===== src/rtl/multicycle_stage_sequencer_pkg.sv =====
// Shared stage encodings, enable bundle and width helpers
// for the multi-cycle stage sequencer.
package multicycle_stage_sequencer_pkg;

    typedef enum logic [3:0] {
        S_INIT     = 4'd0,
        S_IF       = 4'd1,
        S_IF_WAIT  = 4'd2,
        S_ID       = 4'd3,
        S_EX       = 4'd4,
        S_MEM      = 4'd5,
        S_MEM_WAIT = 4'd6,
        S_WB       = 4'd7,
        S_HALT     = 4'd8
    } stage_e;

    typedef struct packed {
        logic pc;
        logic if_id;
        logic id_ex;
        logic ex_mem;
        logic mem_wb;
        logic ram;
        logic rf;
        logic srn;
    } en_t;

    function automatic int max_int(input int a, input int b);
        return (a > b) ? a : b;
    endfunction

    // Bits needed to hold 0..max_val, never less than one.
    function automatic int cnt_width(input int max_val);
        return (max_val > 0) ? $clog2(max_val + 1) : 1;
    endfunction

endpackage


===== src/rtl/multicycle_stage_sequencer_wait_timer.sv =====
// Shared wait-state timer: minimum latency compare, busy
// extension and stall watchdog for IF_WAIT / MEM_WAIT.
module stage_wait_timer
    import multicycle_stage_sequencer_pkg::*;
#(
    parameter int WAIT_W    = 1,
    parameter int STALL_MAX = 255
) (
    input  logic              clk,
    input  logic              reset_n,
    input  logic              active,
    input  logic              busy,
    input  logic [WAIT_W-1:0] limit,
    output logic              done,
    output logic              trip
);

    localparam int STALL_W = cnt_width(STALL_MAX);

    logic [WAIT_W-1:0]  wait_cnt;
    logic [STALL_W-1:0] stall_cnt;
    logic               at_lim;
    logic               stalled;

    always_comb begin
        at_lim  = (wait_cnt >= limit);
        done    = active && at_lim && !busy;
        stalled = active && at_lim && busy;
        trip    = (STALL_MAX != 0) && stalled
                  && (stall_cnt == STALL_W'(STALL_MAX));
    end

    // Both counters saturate; only the compares matter.
    always_ff @(posedge clk or negedge reset_n) begin
        if (!reset_n) begin
            wait_cnt  <= '0;
            stall_cnt <= '0;
        end else if (!active) begin
            wait_cnt  <= '0;
            stall_cnt <= '0;
        end else begin
            if (!at_lim)
                wait_cnt <= wait_cnt + WAIT_W'(1);
            if (stalled && (stall_cnt != STALL_W'(STALL_MAX)))
                stall_cnt <= stall_cnt + STALL_W'(1);
        end
    end

endmodule


===== src/rtl/multicycle_stage_sequencer.sv =====
// Multi-cycle stage sequencer: walks one instruction through
// IF..WB and drives the per-stage datapath write enables.
module multicycle_stage_sequencer
    import multicycle_stage_sequencer_pkg::*;
#(
    parameter int IF_LAT    = 2,
    parameter int MEM_LAT   = 2,
    parameter int STALL_MAX = 255,
    parameter int CNT_W     = 32
) (
    input  logic             clk,
    input  logic             reset_n,
    input  logic             imem_busy,
    input  logic             dmem_busy,
    input  logic             mem_op,
    input  logic             mem_we,
    input  logic             halt_req,
    input  logic             resume,
    output logic             pc_wren,
    output logic             if_id_wren,
    output logic             id_ex_wren,
    output logic             ex_mem_wren,
    output logic             mem_wb_wren,
    output logic             ram_wren,
    output logic             reg_wren,
    output logic             stage_reset_n,
    output logic [3:0]       stage,
    output logic             halted,
    output logic             stall_fault,
    output logic [CNT_W-1:0] retired
);

    localparam int WAIT_MAX = max_int(IF_LAT, MEM_LAT) - 1;
    localparam int WAIT_W   = cnt_width(WAIT_MAX);

    stage_e            state;
    stage_e            next;
    logic              mem_op_q;
    logic              in_wait;
    logic              busy;
    logic              done;
    logic              trip;
    logic [WAIT_W-1:0] limit;
    en_t               en;

    // A data-less MEM_WAIT finishes in one cycle and ignores busy.
    always_comb begin
        in_wait = (state == S_IF_WAIT) || (state == S_MEM_WAIT);
        busy    = 1'b0;
        limit   = '0;
        if (state == S_IF_WAIT) begin
            busy  = imem_busy;
            limit = WAIT_W'(IF_LAT - 1);
        end else if (state == S_MEM_WAIT && mem_op_q) begin
            busy  = dmem_busy;
            limit = WAIT_W'(MEM_LAT - 1);
        end
    end

    stage_wait_timer #(
        .WAIT_W   (WAIT_W),
        .STALL_MAX(STALL_MAX)
    ) u_timer (
        .clk    (clk),
        .reset_n(reset_n),
        .active (in_wait),
        .busy   (busy),
        .limit  (limit),
        .done   (done),
        .trip   (trip)
    );

    always_ff @(posedge clk or negedge reset_n) begin
        if (!reset_n)
            state <= S_INIT;
        else
            state <= next;
    end

    always_comb begin
        next = S_INIT;
        case (state)
            S_INIT:     next = S_IF;
            S_IF:       next = S_IF_WAIT;
            S_IF_WAIT:  next = trip ? S_HALT :
                               done ? S_ID : S_IF_WAIT;
            S_ID:       next = S_EX;
            S_EX:       next = S_MEM;
            S_MEM:      next = S_MEM_WAIT;
            S_MEM_WAIT: next = trip ? S_HALT :
                               done ? S_WB : S_MEM_WAIT;
            S_WB:       next = halt_req ? S_HALT : S_IF;
            S_HALT:     next = (resume && !stall_fault) ?
                               S_IF : S_HALT;
            default:    next = S_INIT;
        endcase
    end

    always_comb begin
        en = '0;
        case (state)
            S_IF:       en.srn = 1'b1;
            S_IF_WAIT: begin
                en.srn   = 1'b1;
                en.if_id = done;
            end
            S_ID: begin
                en.srn   = 1'b1;
                en.id_ex = 1'b1;
            end
            S_EX: begin
                en.srn    = 1'b1;
                en.ex_mem = 1'b1;
            end
            S_MEM: begin
                en.srn = 1'b1;
                en.pc  = 1'b1;
                en.ram = mem_we;
            end
            S_MEM_WAIT: begin
                en.srn    = 1'b1;
                en.mem_wb = done;
            end
            S_WB:       en.rf = 1'b1;
            default:    en = '0;
        endcase
    end

    always_ff @(posedge clk or negedge reset_n) begin
        if (!reset_n) begin
            mem_op_q    <= 1'b0;
            retired     <= '0;
            stall_fault <= 1'b0;
        end else begin
            if (state == S_EX)
                mem_op_q <= mem_op;
            if (state == S_WB)
                retired <= retired + CNT_W'(1);
            if (trip)
                stall_fault <= 1'b1;
        end
    end

    assign pc_wren       = en.pc;
    assign if_id_wren    = en.if_id;
    assign id_ex_wren    = en.id_ex;
    assign ex_mem_wren   = en.ex_mem;
    assign mem_wb_wren   = en.mem_wb;
    assign ram_wren      = en.ram;
    assign reg_wren      = en.rf;
    assign stage_reset_n = en.srn;
    assign stage         = state;
    assign halted        = (state == S_HALT);

endmodule


===== config.mk =====
export PLATFORM = sky130hd
export DESIGN_NAME = multicycle_stage_sequencer
export DESIGN_NICKNAME = d
export VERILOG_FILES = /design/src/rtl/multicycle_stage_sequencer_pkg.sv /design/src/rtl/multicycle_stage_sequencer_wait_timer.sv /design/src/rtl/multicycle_stage_sequencer.sv
export SDC_FILE = /design/constraint.sdc
export NUM_CORES = 1
export LEC_CHECK = 0
export CAP_MARGIN = 25
export CORE_MARGIN = 3
export CORE_UTILIZATION = 45
export DETAILED_ROUTE_END_ITERATION = 8
export GPL_ROUTABILITY_DRIVEN = 0
export GPL_TIMING_DRIVEN = 0
export MAX_ROUTING_LAYER = met4
export PLACE_DENSITY = 0.75
export RECOVER_POWER = 100
export SYNTH_ARGS = -nofsm -noshare
export SYNTH_HDL_FRONTEND = slang
export SYNTH_SLANG_ARGS = --single-unit

===== constraint.sdc =====
create_clock -name clk -period 1.8 [get_ports clk]
set_input_delay 0.27 -clock clk [delete_from_list [all_inputs] [get_ports clk]]
set_output_delay 0.27 -clock clk [all_outputs]
set_load 0.05 [all_outputs]

==> impl_metrics.py, run 1 <==
metrics = {
    "placement": {
        "pre_cts_ws_ps": -857,
        "hpwl_um": 3860,
        "placed_area_um2": 3170,
        "dp.cells": 355,
        "portBuffers": 53,
    },
    "floorplanning": {
        "dieArea_um2": 6370,
        "num_rows": 26,
        "pin_count": 54,
        "die_width_um": 79.8,
        "core_area_um2": 5200,
        "die_y_um": 79.8,
        "start_util": 0.471,
    },
    "logic_synthesis": {
        "yosysTopAreaCell": "dfrtp_1",
        "yosysSeqAreaShare": 0.480,
        "synth_most_common_cell": "dfrtp_1",
        "synthesis.instances": 231,
        "ys_types": 48,
        "ys_ff_latch": 47,
        "synth-async-reset-ratio": 1.00,
        "synth_edf_count": 0,
        "synthTopCellsByArea": "dfrtp_1 (48%), xnor2_1 (9.6%), nand4_1 (5.6%)",
        "synthesis.area_um2": 2450,
        "ys_top_cells_by_count": "dfrtp_1 (47), xnor2_1 (27), nand4_1 (22)",
        "synth_ff_type": "dfrtp_1",
        "synth_top_area_frac": 0.480,
        "avgSynthCellArea_um2": 10.6,
        "yosys_warnings": 0,
        "syn_nets": 241,
    },
    "status": {
        "status": "complete, but fails checks",
        "violations": "setup timing",
    },
    "global_route": {
        "grt_pass1_vias": 1911,
        "antenna_found_initial": 0,
        "grt_pass1_wl_um": 9650,
        "grt_max_degree": 26,
        "overflow": 0,
        "gr-usage-all-layers": 0.200,
    },
    "timing": {
        "hold_violations": 0,
        "max_slew_margin": 0.584,
        "finClkSkew_ps": 6.07,
        "max_slew.worst_pin.slew_ps": 625,
        "rsz0062_at_grt": "true",
        "fmax_mhz": 459,
        "finalCritPeriodShare": 1.21,
        "fin_ws_ps": -379,
        "setup_viol": 47,
        "whs_ps": 486,
        "maxSlewViolCount": 0,
        "period_minus_slack_ps": 2180,
    },
    "drt": {
        "dr.pass1.iters": 4,
        "vias": 2163,
        "drt_iter0_drc": 149,
        "viasPerCell": 5.50,
        "route.detailed.drc": 0,
        "routed_wl_um": 6010,
        "post_drt_wl_per_cell_um": 15.3,
        "antenna_left": 0,
    },
    "clock_tree": {
        "cts-root-buf": "clkbuf_8",
        "numCtsBuffers": 5,
        "clk_latency_ps": 300,
        "cts_buffer_depth": 2,
        "clk_pin_slew_ps": 90,
        "htreeDepth": 2,
        "tritoncts": "done",
        "cts.sinks": 47,
    },
    "worst_hold_path": {
        "min_path_type": "in -> async",
    },
    "layout": {
        "finalNonFillerCells": 393,
        "fin_util": 0.698,
        "final_nets": 332,
        "final_area_um2": 3630,
        "area_delta_synth_final_pct": 48.1,
        "drive_above_1_share": 0.341,
        "insertedDiodeCount": 0,
    },
    "worst_setup_path": {
        "reg2reg_from": "stage[2]",
        "r2r-end": "u_timer.stall_cnt[7]",
        "cp-start-kind": "flop",
        "critical_path_required_ps": 2030,
        "rrSetupSlack_ps": -380,
        "critPathKind": "reg -> reg",
        "reg2reg_depth": 9,
        "worst-path-max-fanout": 8,
        "critPathCaptureType": "flop",
        "arrival_ps": 2410,
    },
    "pwr": {
        "ir_drop_uv": 1100,
        "p_leak_nw": 1.67,
        "powerDensity_nw_per_um2": 1200,
    },
    "flow_run": {
        "max_cap_viol_count": 0,
    },
}
through the flow:
| step | TNS, ps | power (mW) |
|---|---|---|
| floorplan | -2160 | 2.68 |
| global placement | -48970 | 3.15 |
| detailed placement | -7930 | 3.19 |
| CTS | -1290 | 4.12 |
| global route | -11610 | 4.60 |
| finish | -6940 | 4.37 |
what timing repair did:
action | in CTS | in global routing
endpoints found under the hold margin | 22 | 0
gates resized for setup | 100 | 65
pin swaps | 9 | 34
buffers inserted | 20 | 15
setup endpoints to repair | 57 | 48
hold buffers | 1 | 0
cloned | 0 | 2
where the power goes:
| group | switching, mW | internal, mW | leakage (nW) |
|---|---|---|---|
| sequential | 0.147 | 1.17 | 0.628 |
| combinational | 1.38 | 1.04 | 1.00 |
| clock | 0.347 | 0.273 | 0.0422 |
registers in the layout, summed over array words and instances, names as in the netlist:
signal             flops
mem_op_q               1
retired               32
stage                  4
stall_fault            1
u_timer.stall_cnt      8
u_timer.wait_cnt       1
cell usage in the layout, fill, tap and decap left out, types with 2 or more instances in the layout:
cell	instances
dfrtp_1	39
xnor2_1	25
buf_6	23
dlygate4sd2_1	23
nand4_1	22
buf_4	18
nand2_1	16
clkbuf_1	14
clkdlybuf4s50_1	8
dfrtp_2	8
nor3_4	7
nor2_1	7
and4_1	6
nand3_2	6
and3_1	6
nand3_1	5
mux2i_1	5
inv_1	5
clkbuf_8	5
buf_8	4
xor2_1	4
nor3_1	4
nand2b_1	3
o31ai_1	3
nand2_4	3
and2_1	3
nor2_4	2
and2_4	2
or2_2	2
a21oi_1	2
xnor2_2	2
a21oi_2	2
ha_1	2
clkbuf_2	2
cell families after synthesis:
group | Yosys count | synth area share
flip-flops | 47 | 0.480
multiplexers | 8 | 0.0337
adder cells (fa/ha/maj) | 2 | 0.0102
buffers and inverters | 16 | 0.0352
XOR/XNOR | 31 | 0.111
AND/OR/NAND/NOR | 108 | 0.271
AO/OA/AOI/OAI | 19 | 0.0592
final cells by class:
type | count | area, um^2
plain buffers | 9 | 87.6
clock buffers | 7 | 76.3
clock inverters | 1 | 5.00
fillers | 404 | 1570
inverters | 6 | 26.3
multi-input cells | 168 | 1430
flip-flops and latches | 47 | 1190
well taps | 70 | 87.6
repair buffers | 85 | 729
how the worst max path moves through the flow:
stage               cells past startpoint      from  slack, ps                    to
finish                                  9  stage[2]       -380  u_timer.stall_cnt[7]
global route                            6  stage[2]       -460           mem_wb_wren
CTS                                     6  stage[2]       -390           mem_wb_wren
detailed placement                      6  stage[2]       -860           mem_wb_wren
global placement                        1   reset_n      -1020              stage[2]
floorplan                               5  stage[2]       -330           mem_wb_wren
worst max-delay path, cell delays in order, from the launching register on:
cell and delay [ps]:
dfrtp_2 430, buf_8 130, buf_4 130, buf_6 100
buf_6 120, buf_6 120, nand2b_1 190, nand3_4 160
or4b_4 580, a21oi_2 150
metal layers:
layer | part of all wire | GRT usage
met5 | 0 | -
met4 | 0.011 | 0.0895
met3 | 0.041 | 0.0316
met2 | 0.49 | 0.288
met1 | 0.46 | 0.278
Note: power is estimated with default switching activity, not from simulation.
==> run 2, diff against run 1 <==
--- a/config.mk
+++ b/config.mk
@@ -5,14 +5,15 @@
 export SDC_FILE = /design/constraint.sdc
 export NUM_CORES = 1
 export LEC_CHECK = 0
+export ABC_AREA = 1
 export CAP_MARGIN = 25
 export CORE_MARGIN = 3
-export CORE_UTILIZATION = 45
+export CORE_UTILIZATION = 47
 export DETAILED_ROUTE_END_ITERATION = 8
 export GPL_ROUTABILITY_DRIVEN = 0
 export GPL_TIMING_DRIVEN = 0
 export MAX_ROUTING_LAYER = met4
-export PLACE_DENSITY = 0.75
+export PLACE_DENSITY = 0.77
 export RECOVER_POWER = 100
 export SYNTH_ARGS = -nofsm -noshare
 export SYNTH_HDL_FRONTEND = slang
==> run 2 against run 1 <==
Effect of this change:
- the run still ends with setup timing left
- final area increased by 4.8%
- sequential cell count unchanged
- cell count increased by 32%
- critical path depth increased by 2
- critical path type is now reg -> out
- register-to-register slack improved by 440 ps
- die area increased by 6.8%
- power decreased by 9.0%
- worst hold slack improved by 12 ps
- combinational power decreased by 24%
- highest routed layer unchanged
==> impl_metrics.py, run 2 <==
metrics = {
    "drt": {
        "viasPerCell": 4.99,
        "drt-met1-wl_um": 2900,
        "post_drt_wl_per_cell_um": 13.5,
        "route.detailed.drc": 0,
        "vias": 2595,
        "highest_layer": "met4",
        "dr_wl_met2_um": 3600,
        "antenna_left": 0,
        "routed_wl_um": 7010,
        "drt_iter0_drc": 170,
        "dr.pass1.iters": 4,
        "dr_wl_met3_um": 443,
    },
    "floorplanning": {
        "die_width_um": 82.5,
        "start_util": 0.493,
        "dieArea_um2": 6800,
        "num_rows": 27,
        "die_y_um": 82.5,
        "pin_count": 54,
        "core_area_um2": 5570,
    },
    "clock_tree": {
        "cts.sinks": 47,
        "clk_pin_slew_ps": 90,
        "htreeDepth": 2,
        "numCtsBuffers": 5,
        "cts_buffer_depth": 2,
        "tritoncts": "done",
        "cts-root-buf": "clkbuf_8",
        "clk_latency_ps": 300,
    },
    "logic_synthesis": {
        "syn_nets": 374,
        "synthesis.instances": 364,
        "ys_ff_latch": 47,
        "synthesis.area_um2": 2750,
        "ys_types": 31,
        "synth-async-reset-ratio": 1.00,
        "ys_top_cells_by_count": "nand2_1 (107), dfrtp_1 (47), inv_1 (47)",
        "yosysTopAreaCell": "dfrtp_1",
        "yosys_warnings": 0,
        "synth_ff_type": "dfrtp_1",
        "synthTopCellsByArea": "dfrtp_1 (43%), nand2_1 (15%), inv_1 (6.4%)",
        "synth_most_common_cell": "nand2_1",
        "yosysSeqAreaShare": 0.428,
        "synth_top_area_frac": 0.428,
        "avgSynthCellArea_um2": 7.55,
        "synth_edf_count": 0,
    },
    "layout": {
        "layout_common_cells": "nand2_1 (102), inv_1 (43), dfrtp_1 (35)",
        "finalNonFillerCells": 520,
        "final_area_um2": 3810,
        "insertedDiodeCount": 0,
        "fin_util": 0.683,
        "largest-register": "retired",
        "final_nets": 457,
        "final_common_cell": "nand2_1",
        "largest_register_ffs": 32,
        "drive_above_1_share": 0.214,
        "area_delta_synth_final_pct": 38.5,
    },
    "worst_setup_path": {
        "critPathCaptureType": "output pin",
        "arrival_ps": 1790,
        "crit_path_end": "mem_wb_wren",
        "reg2reg_from": "stage[1]",
        "rrSetupSlack_ps": 60,
        "crit_start": "stage[3]",
        "critPathSlowestCell": "dfrtp_4",
        "reg2reg_depth": 12,
        "critical_path.max_stage_delay_ps": 510,
        "cp_cell_sequence": "inv_6 -> nand2_8 -> nor2_4 -> nand2_1 -> nand2_1 -> nand2_2 -> nand2_4 -> nor2_4 -> nand2_2 -> clkinvlp_4 -> buf_8",
        "critical_path_required_ps": 1530,
        "r2r-end": "u_timer.stall_cnt[0]",
        "critPathKind": "reg -> out",
        "worst-path-max-fanout": 3,
        "cp-start-kind": "flop",
    },
    "timing": {
        "hold_violations": 0,
        "maxSlewViolCount": 0,
        "fin_ws_ps": -256,
        "finalCritPeriodShare": 1.14,
        "rsz0062_at_grt": "true",
        "setup_viol": 6,
        "max_slew.worst_pin.slew_ps": 1030,
        "period_minus_slack_ps": 2060,
        "finClkSkew_ps": 6.57,
        "fmax_mhz": 486,
        "whs_ps": 498,
        "max_slew_margin": 0.310,
    },
    "pwr": {
        "ir_drop_uv": 1210,
        "p_leak_nw": 2.06,
        "power_mw": 3.97,
        "powerDensity_nw_per_um2": 1040,
    },
    "global_route": {
        "grt_max_degree": 30,
        "overflow": 0,
        "antenna_found_initial": 0,
        "gr-usage-all-layers": 0.222,
        "grt_pass1_vias": 2520,
        "grt_pass1_wl_um": 11300,
    },
    "status": {
        "violations": "setup timing",
        "status": "complete, but fails checks",
    },
    "placement": {
        "placed_area_um2": 3480,
        "hpwl_um": 4970,
        "portBuffers": 53,
        "dp.cells": 490,
    },
    "worst_hold_path": {
        "min_path_type": "reg -> reg",
    },
    "flow_run": {
        "max_cap_viol_count": 0,
    },
}
## run 2: critical path, delay by kind of cell, from the launching register on
family	cells	cell delay, ps
buffers and inverters	3	370
DFF	1	510
and+or+nand+nor	8	620
## run 2: final cells by class
| cell class | count | area (um^2) |
|---|---|---|
| plain buffers | 2 | 16.3 |
| flip-flops and latches | 47 | 1190 |
| well taps | 72 | 90.1 |
| clock inverters | 2 | 35.0 |
| clock buffers | 6 | 82.6 |
| fillers | 464 | 1770 |
| repair buffers | 76 | 694 |
| multi-input cells | 263 | 1480 |
| inverters | 52 | 213 |
## run 2: logic make-up (layout without fill, tap and decap cells)
kind of cell | count (synthesis) | in the layout | synth area share
simple gates | 224 | 224 | 0.382
mux | 1 | 1 | 0.00410
fa+ha+maj | 2 | 2 | 0.00910
compound gates | 10 | 10 | 0.0191
buf+inv | 54 | 138 | 0.0751
flops | 47 | 47 | 0.428
xor+xnor | 26 | 26 | 0.0828
## run 2: worst min-delay path by stage
stage / start / endpoint / depth (start not counted) / slack [ps]
floorplan: reset_n / mem_op_q / 0 / -30
global placement: retired[3] / retired[3] / 1 / 480
detailed placement: reset_n / retired[17] / 1 / 250
CTS: reset_n / retired[17] / 2 / 460
global route: retired[8] / retired[8] / 1 / 530
finish: retired[8] / retired[8] / 1 / 500
## run 2: where the power goes
part	leakage (nW)	total [mW]	switching (mW)	internal (mW)
Combinational	1.38	1.84	1.19	0.646
Sequential	0.622	1.31	0.136	1.17
Clock	0.0612	0.824	0.374	0.450
Total	2.06	3.97	1.70	2.27
## run 2: what timing repair did
item | in CTS | in global routing
setup buffers | 7 | 14
gates resized for setup | 83 | 30
endpoints found under the hold margin | 18 | 0
hold buffers | 1 | 0
endpoints found under the setup margin | 40 | 37
pin swaps | 5 | 12
## run 2: metal layers
| layer | global-route usage | up-vias |
|---|---|---|
| met4 | 0.0548 | 0 |
| met5 | - | - |
| met1 | 0.254 | 1198 |
| met2 | 0.397 | 77 |
| met3 | 0.0456 | 8 |
| li1 | - | 1312 |
## run 2: metrics by stage
stage | setup TNS (ps) | setup slack, ps
after floorplan | -140 | -127
after global placement | -47500 | -1220
after detailed placement | -2770 | -535
after CTS | -615 | -231
after global routing | -3870 | -330
final | -1080 | -256
==> run 3, diff against run 2 <==
--- a/config.mk
+++ b/config.mk
@@ -6,15 +6,18 @@
 export NUM_CORES = 1
 export LEC_CHECK = 0
 export ABC_AREA = 1
-export CAP_MARGIN = 25
+export CAP_MARGIN = 10
+export CELL_PAD_IN_SITES_DETAIL_PLACEMENT = 1
+export CELL_PAD_IN_SITES_GLOBAL_PLACEMENT = 1
 export CORE_MARGIN = 3
-export CORE_UTILIZATION = 47
+export CORE_UTILIZATION = 34
 export DETAILED_ROUTE_END_ITERATION = 8
 export GPL_ROUTABILITY_DRIVEN = 0
 export GPL_TIMING_DRIVEN = 0
 export MAX_ROUTING_LAYER = met4
-export PLACE_DENSITY = 0.77
+export PLACE_DENSITY_LB_ADDON = 0.1
 export RECOVER_POWER = 100
+export REMOVE_ABC_BUFFERS = 1
 export SYNTH_ARGS = -nofsm -noshare
 export SYNTH_HDL_FRONTEND = slang
 export SYNTH_SLANG_ARGS = --single-unit
==> run 3 against run 2 <==
Effect of this change:
- combinational power grew 9.8%
- global-route usage shrank 3.5 points
- largest power group unchanged
- clock power shrank 12%
- highest routed layer unchanged
- the run still ends with setup timing left
- die area grew 35%
- via count grew 5.1%
- critical path depth grew 3
==> impl_metrics.py, run 3 (synthesis gave the netlist of run 2 again) <==
metrics = {
    "worst_setup_path": {
        "arrival_ps": 2180,
        "critPathCaptureType": "flop",
        "critical_path_required_ps": 2040,
        "cp-start-kind": "flop",
        "critPathKind": "reg -> reg",
        "crit_path_end": "stage[0]",
        "crit_start": "stage[0]",
        "reg2reg_from": "stage[0]",
        "worst-path-max-fanout": 3,
        "r2r-end": "stage[0]",
        "rrSetupSlack_ps": -140,
        "reg2reg_depth": 14,
    },
    "floorplanning": {
        "start_util": 0.354,
        "num_rows": 32,
        "die_y_um": 95.9,
        "pin_count": 54,
        "die_width_um": 95.9,
        "dieArea_um2": 9200,
        "core_area_um2": 7770,
    },
    "layout": {
        "layout_common_cells": "nand2_1 (93), dfrtp_1 (43), buf_4 (41)",
        "multi_input_area_um2": 1600,
        "largest_register_ffs": 32,
        "area_delta_synth_final_pct": 47.1,
        "insertedDiodeCount": 0,
        "final_nets": 474,
        "largest-register": "retired",
        "drive_above_1_share": 0.273,
        "fill_cells": 966,
        "seqCellArea_um2": 1180,
        "final_area_um2": 4040,
        "final_common_cell": "nand2_1",
        "finalNonFillerCells": 567,
        "fin_util": 0.521,
    },
    "timing": {
        "rsz0062_at_grt": "true",
        "max_slew.worst_pin.slew_ps": 708,
        "setup_viol": 5,
        "finalCritPeriodShare": 1.08,
        "maxSlewViolCount": 0,
        "fmax_mhz": 515,
        "fin_ws_ps": -140,
        "hold_violations": 0,
        "finClkSkew_ps": 9.92,
        "max_slew_margin": 0.528,
        "setup_tns_ps": -503,
        "period_minus_slack_ps": 1940,
        "whs_ps": 514,
    },
    "drt": {
        "dr_wl_met2_um": 4460,
        "dr.pass1.iters": 4,
        "drt-met1-wl_um": 3680,
        "vias": 2727,
        "routed_wl_um": 8510,
        "viasPerCell": 4.81,
        "post_drt_wl_per_cell_um": 15.0,
        "route.detailed.drc": 0,
        "dr_wl_met3_um": 339,
        "antenna_left": 0,
        "drt_iter0_drc": 38,
        "highest_layer": "met4",
    },
    "global_route": {
        "grt_pass1_vias": 2692,
        "gr-usage-all-layers": 0.187,
        "antenna_found_initial": 0,
        "overflow": 0,
        "grt_max_degree": 36,
        "grt_pass1_wl_um": 13100,
    },
    "status": {
        "status": "complete, but fails checks",
        "violations": "setup timing",
    },
    "worst_hold_path": {
        "min_path_type": "reg -> reg",
    },
    "placement": {
        "placed_area_um2": 3410,
        "dp.cells": 518,
        "hpwl_um": 5610,
        "portBuffers": 53,
    },
    "clock_tree": {
        "clk_latency_ps": 310,
        "cts.sinks": 47,
        "cts-root-buf": "clkbuf_8",
        "numCtsBuffers": 5,
        "cts_buffer_depth": 2,
        "htreeDepth": 2,
        "clk_pin_slew_ps": 100,
        "tritoncts": "done",
    },
    "pwr": {
        "p_leak_nw": 2.15,
        "ir_drop_uv": 977,
        "powerDensity_nw_per_um2": 996,
    },
    "flow_run": {
        "max_cap_viol_count": 0,
    },
}
[run 3: worst min-delay path by stage]
stage           startpoint     endpoint  slack [ps]  cells after the start
6_report       stall_fault  stall_fault         510                      2
5_1_grt        retired[24]  retired[24]         550                      1
4_1_cts            reset_n  retired[24]         390                      2
3_5_place_dp       reset_n  retired[24]         190                      1
3_3_place_gp   stall_fault  stall_fault         490                      2
2_1_floorplan      reset_n     mem_op_q         -30                      0
[run 3: stage by stage]
stage,power (mW),setup WS [ps]
after floorplan,2.26,-1090
after global placement,2.70,-1080
after detailed placement,2.72,-720
after CTS,3.60,-127
after global routing,4.24,-230
final,4.03,-140
[run 3: what timing repair did]
item / 4_1_cts / 5_1_grt
hold buffers: 1 / 0
resized for setup: 104 / 70
endpoints found under the hold margin: 12 / 0
buffers inserted: 20 / 20
endpoints found under the setup margin: 63 / 36
pin swaps: 11 / 18
[run 3: area by class of cell]
| type | count | area share |
|---|---|---|
| Clock buffer | 8 | 0.0248 |
| Inverter | 52 | 0.0517 |
| Multi-Input combinational cell | 263 | 0.396 |
| Sequential cell | 47 | 0.292 |
| Tap cell | 102 | 0.0316 |
| Timing Repair Buffer | 95 | 0.204 |
[run 3: metal layers]
layer | GRT usage | vias up
met1 | 0.229 | 1334
met3 | 0.0407 | 5
met4 | 0.0296 | 0
li1 | - | 1340
met5 | - | -
met2 | 0.321 | 48
[run 3: critical path, cell delays in order (launching register included)]
cell,delay (ps)
dfrtp_1,410
inv_2,70
nand2_4,130
nor2_4,60
buf_4,150
nand2_4,60
nand2_4,70
nor2_4,120
nand2_2,70
buf_4,130
buf_4,120
buf_4,130
buf_4,130
buf_4,120
nand3_1,100
[run 3: where the power goes]
| part | internal, mW | switching, mW |
|---|---|---|
| Clock | 0.352 | 0.374 |
| Combinational | 0.717 | 1.30 |
| Sequential | 1.16 | 0.124 |
| Total | 2.23 | 1.80 |
